`src/rtl/lab1_imul_int_mul_param.sv`:
```
// lab1_imul_int_mul_param
//
// Iterative shift-and-add integer multiplier with a val/rdy request and
// response interface. Only one transaction is in flight at a time.
// Operands are converted to magnitudes on capture. Each CALC cycle adds one
// partial product, and the sign is applied to the full 2*NBITS product when
// the result is registered on entry to DONE.
//
// Parameters
//   NBITS       operand/result width (>= 2)
//   EARLY_TERM  1: leave CALC as soon as the remaining multiplier bits are zero
//               0: always NBITS CALC cycles
//
// Ports
//   clk       clock, all state updates on the rising edge
//   reset     synchronous active-high reset
//   req_val   request valid
//   req_rdy   request ready (high only in IDLE)
//   req_msg   {signed_mode, hi_sel, a[NBITS-1:0], b[NBITS-1:0]}
//   resp_val  response valid (high only in DONE)
//   resp_rdy  response ready
//   resp_msg  selected half of the product
module lab1_imul_int_mul_param #(
    parameter int NBITS      = 32,
    parameter bit EARLY_TERM = 1'b1
) (
    input  logic               clk,
    input  logic               reset,
    input  logic               req_val,
    output logic               req_rdy,
    input  logic [2*NBITS+1:0] req_msg,
    output logic               resp_val,
    input  logic               resp_rdy,
    output logic [NBITS-1:0]   resp_msg
);

    localparam int CW = $clog2(NBITS);

    typedef enum logic [1:0] {
        IDLE = 2'd0,
        CALC = 2'd1,
        DONE = 2'd2
    } state_t;

    state_t             state_q;
    logic [2*NBITS-1:0] a_q;
    logic [NBITS-1:0]   b_q;
    logic [2*NBITS-1:0] acc_q;
    logic [CW-1:0]      cnt_q;
    logic               neg_q;
    logic               hi_q;
    logic [NBITS-1:0]   resp_msg_q;

    logic               msg_sm;
    logic               msg_hi;
    logic [NBITS-1:0]   msg_a;
    logic [NBITS-1:0]   msg_b;
    logic               sgn_a;
    logic               sgn_b;
    logic [NBITS-1:0]   abs_a;
    logic [NBITS-1:0]   abs_b;
    logic [2*NBITS-1:0] acc_d;
    logic [2*NBITS-1:0] prod;
    logic               last_step;

    always_comb begin
        msg_sm = req_msg[2*NBITS+1];
        msg_hi = req_msg[2*NBITS];
        msg_a  = req_msg[2*NBITS-1:NBITS];
        msg_b  = req_msg[NBITS-1:0];
        sgn_a  = msg_sm & msg_a[NBITS-1];
        sgn_b  = msg_sm & msg_b[NBITS-1];
        // Negating the most-negative value yields 2^(NBITS-1), which is the
        // correct magnitude when it is read as unsigned.
        abs_a  = sgn_a ? (~msg_a + 1'b1) : msg_a;
        abs_b  = sgn_b ? (~msg_b + 1'b1) : msg_b;

        acc_d  = b_q[0] ? (acc_q + a_q) : acc_q;
        prod   = neg_q ? (~acc_d + 1'b1) : acc_d;

        // Stop after this step if it is the last bit position, or, when early
        // termination is on, if no set multiplier bits remain above bit 0.
        last_step = (cnt_q == CW'(NBITS - 1)) ||
                    (EARLY_TERM && ((b_q >> 1) == '0));
    end

    always_ff @(posedge clk) begin
        if (reset) begin
            state_q    <= IDLE;
            a_q        <= '0;
            b_q        <= '0;
            acc_q      <= '0;
            cnt_q      <= '0;
            neg_q      <= 1'b0;
            hi_q       <= 1'b0;
            resp_msg_q <= '0;
        end else begin
            case (state_q)
                IDLE: begin
                    if (req_val) begin
                        a_q     <= {{NBITS{1'b0}}, abs_a};
                        b_q     <= abs_b;
                        acc_q   <= '0;
                        cnt_q   <= '0;
                        neg_q   <= sgn_a ^ sgn_b;
                        hi_q    <= msg_hi;
                        state_q <= CALC;
                    end
                end
                CALC: begin
                    acc_q <= acc_d;
                    a_q   <= a_q << 1;
                    b_q   <= b_q >> 1;
                    cnt_q <= cnt_q + CW'(1);
                    if (last_step) begin
                        resp_msg_q <= hi_q ? prod[2*NBITS-1:NBITS] : prod[NBITS-1:0];
                        state_q    <= DONE;
                    end
                end
                DONE: begin
                    if (resp_rdy) begin
                        state_q <= IDLE;
                    end
                end
                default: state_q <= IDLE;
            endcase
        end
    end

    assign req_rdy  = (state_q == IDLE);
    assign resp_val = (state_q == DONE);
    assign resp_msg = resp_msg_q;

endmodule

```
`config.mk`:
```
export PLATFORM = sky130hd
export DESIGN_NAME = lab1_imul_int_mul_param
export DESIGN_NICKNAME = d
export VERILOG_FILES = /design/src/rtl/lab1_imul_int_mul_param.sv
export SDC_FILE = /design/constraint.sdc
export NUM_CORES = 1
export LEC_CHECK = 0
export ABC_AREA = 1
export BUFFER_PORTS_ARGS = -buffer_cell sky130_fd_sc_hd__clkbuf_2
export CAP_MARGIN = 20
export CORE_MARGIN = 1
export CORE_UTILIZATION = 25
export DETAILED_ROUTE_END_ITERATION = 7
export GPL_TIMING_DRIVEN = 0
export PLACE_DENSITY = 0.42
export SLEW_MARGIN = 20
export SYNTH_ARGS = -nofsm -noshare
export SYNTH_HDL_FRONTEND = slang
export SYNTH_SLANG_ARGS = --single-unit
```
`constraint.sdc`:
```
create_clock -name clk -period 4.2 [get_ports clk]
set_clock_uncertainty 0.2 [all_clocks]
set_input_delay 0.84 -clock clk [delete_from_list [all_inputs] [get_ports clk]]
set_output_delay 0.84 -clock clk [all_outputs]
set_load 0.05 [all_outputs]
```
==> results.py <==
metrics = {
    "run_status": {
        "status": "completed",
    },
    "sta": {
        "setup_ws_ns": 0.2296,
        "hold-worst-slack_ns": 0.2668,
        "min_period_over_period": 0.9453,
        "slew_headroom": 0.2085,
        "max_slew.worst_pin.slew_ns": 1.187,
        "final_hold_viol_count": 0,
        "max_freq_mhz": 251.9,
        "slew_viol_final": 0,
        "setup_viol": 0,
        "fin_crit_ns": 3.970,
    },
    "finish": {
        "layout.area.seq_um2": 4024,
        "nNetsFinal": 3604,
        "layout_commonest_cell": "nand2_1",
        "multi_input_area_um2": 12180,
        "drive_gt1_frac": 0.09647,
        "instances_no_fill": 4433,
        "final_cell_mix": "nand2_1 (1,252), inv_1 (452), nand3_1 (268)",
        "stdcell_area_um2": 21050,
        "syn2layout_area_growth_pct": 14.92,
        "utilization": 0.2925,
        "antenna_cells": 0,
        "num-fill-cells": 8328,
    },
    "floorplan": {
        "die_h_um": 272.7,
        "dieArea_um2": 74360,
        "rows": 98,
        "core_area_um2": 71980,
        "fp.dieW_um": 272.7,
        "ios": 104,
        "start_util": 0.2545,
    },
    "setup_path": {
        "path_cells": "ha_2 -> inv_1 -> fa_1 -> inv_1 -> nand3_1 -> nand2_2 -> nand2_1 -> nand2_2 -> nand2_2 -> nand2_2 -> nand2_1 -> nand3_2 -> nand2_2 -> nor2_2 -> nand3_4 -> nor2_8 -> nand4_1 -> nor2_2 -> nor2_1 -> inv_2 -> nand2_1 -> nand2_1 -> nand3_1 -> a21oi_1",
        "worst_path_most_repeated_cell": "nand2_2",
        "crit_path_start_kind": "flip-flop",
        "path_buf_inv": 3,
        "criticalPathCategory": "flip-flop to flip-flop",
        "arrival_ns": 4.28,
        "critical-path-top-delay-family": "simple AND/OR/NAND/NOR gates",
        "cp_slowest_cell": "fa_1",
        "crit_path_end_kind": "flip-flop",
        "cp_max_fo": 7,
        "max_stage_delay_ns": 0.41,
        "cp.required_ns": 4.51,
    },
    "clock_network": {
        "clock_sinks": 201,
        "cts_tree": "done",
        "clkSlewWorstSetupHoldPaths_ns": 0.06,
        "cts_root_buf": "clkbuf_16",
        "cts_buffer_depth": 3,
        "cts_buffers": 26,
        "hold_buffers": 0,
        "clkLatencyLatePin_ns": 0.58,
        "cts_max_level": 1,
    },
    "route": {
        "vias": 21290,
        "drcViolationCount": 0,
        "via_per_inst": 4.802,
        "dr.pass1.iters": 5,
        "wl_per_cell_um": 19.02,
        "drt_wl_total_um": 84310,
        "drt_iter0_markers": 1541,
        "drtAntennaViolNets": 0,
    },
    "placement": {
        "port_buffers": 102,
        "placed_cell_area_um2": 20020,
        "dp_hpwl_um": 69770,
        "pre_cts_slack_ns": 0.02297,
        "dp.cells": 4383,
        "gp_congestion": 0.9380,
    },
    "logic_synthesis": {
        "async_reset_ff_frac": 0,
        "netlist_instances": 3331,
        "synth-seq-area-share": 0.2197,
        "synth-edff-count": 0,
        "synth_ff_type": "dfxtp_1",
        "ys_ff_latch": 201,
        "synth_warnings": 0,
        "yosysUniqueCellTypes": 49,
        "synth_area_um2": 18320,
        "avgSynthCellArea_um2": 5.499,
        "synth_nets": 3470,
    },
    "power": {
        "pwr_density_cell_nw_per_um2": 360.5,
        "peakVddDrop_mv": 0.3181,
        "leakage_nw": 10.29,
    },
    "global_route": {
        "grt_pass1_vias": 19960,
        "grt_pass1_wl_um": 124500,
        "antenna_found_initial": 2,
        "grt_max_degree": 15,
        "grt_remaining_overflow": 0,
        "grt_use_total": 0.2215,
    },
    "job": {
        "cap_violations": 0,
    },
    "hold_path": {
        "hold_class": "flip-flop to flip-flop",
    },
}
final timing paths:
path                         start                        end  slack, ns  cells after the start
min reg2reg  cnt_q[3]$_SDFFE_PP0P_      cnt_q[3]$_SDFFE_PP0P_       0.27                      2
min          cnt_q[3]$_SDFFE_PP0P_      cnt_q[3]$_SDFFE_PP0P_       0.27                      2
max reg2reg    a_q[0]$_SDFFE_PP0P_  resp_msg[12]$_SDFFE_PP0P_       0.23                     24
max            a_q[0]$_SDFFE_PP0P_  resp_msg[12]$_SDFFE_PP0P_       0.23                     24
cell type report:
cell class | count | area share
multi-input cells | 2545 | 0.5784
flip-flops and latches | 201 | 0.1912
inverters | 474 | 0.08452
well taps | 950 | 0.05647
clock buffers | 37 | 0.03620
repair buffers | 106 | 0.02568
plain buffers | 111 | 0.02146
clock inverters | 9 | 0.006122
state kept, by name, summed over array words and instances, names as in the netlist:
| signal | count |
|---|---|
| state_q | 2 |
| a_q | 64 |
| acc_q | 64 |
| cnt_q | 5 |
| b_q | 32 |
| hi_q | 1 |
| neg_q | 1 |
| resp_msg | 32 |
Yosys cell counts (all sizes together), types with 15 or more instances:
master / instances / area share
a21oi: 244 / 0.068
a31oi: 75 / 0.026
buf: 24 / 0.0066
clkbuf: 87 / 0.018
dfxtp: 201 / 0.22
ha: 68 / 0.046
inv: 472 / 0.097
nand2: 1289 / 0.27
nand3: 286 / 0.082
nand3b: 19 / 0.0078
nand4: 36 / 0.013
nor2: 263 / 0.061
nor3: 33 / 0.011
nor4: 15 / 0.0051
o21ai: 134 / 0.038
or2: 39 / 0.013
xor2: 15 / 0.0072
logic make-up (layout without fill, tap and decap cells):
family,after synthesis,in the layout,share of synthesized area
XOR/XNOR,18,18,0.008607
buffers and inverters,585,737,0.1216
AO/OA/AOI/OAI,473,473,0.1397
AND/OR/NAND/NOR,1985,1985,0.4629
adder cells (fa/ha/maj),69,69,0.04754
flip-flops,201,201,0.2197
report_power, final:
| part | internal [mW] | total [mW] | switching, mW |
|---|---|---|---|
| clock network | 1.39 | 2.38 | 0.988 |
| logic | 0.823 | 2.99 | 2.16 |
| registers | 2.06 | 2.23 | 0.168 |
| total | 4.27 | 7.59 | 3.32 |
routing by layer:
metal / part of all wire / track usage
met5: 0 / 0
met4: 0.032 / 0.06638
met3: 0.048 / 0.01819
met2: 0.46 / 0.3758
met1: 0.46 / 0.2965
tightest hold or removal path, delay by kind of cell, from the launching register on:
| family | cells | cell delay (ns) |
|---|---|---|
| compound gates | 1 | 0.06 |
| flops | 1 | 0.30 |
| simple gates | 1 | 0.06 |
stage by stage:
step | power [mW] | setup TNS [ns]
after floorplan | 4.130 | 0
after global placement | 5.225 | -0.04228
after detailed placement | 5.211 | 0
after CTS | 7.590 | 0
after global routing | 8.004 | -0.005245
final | 7.588 | 0
what timing repair did:
action                                  4_1_cts  5_1_grt
gates resized for setup                       2       31
pin swaps                                     0        4
endpoints found under the setup margin        2       29
setup buffers                                 0        4
(Power assumes the default switching activity.)
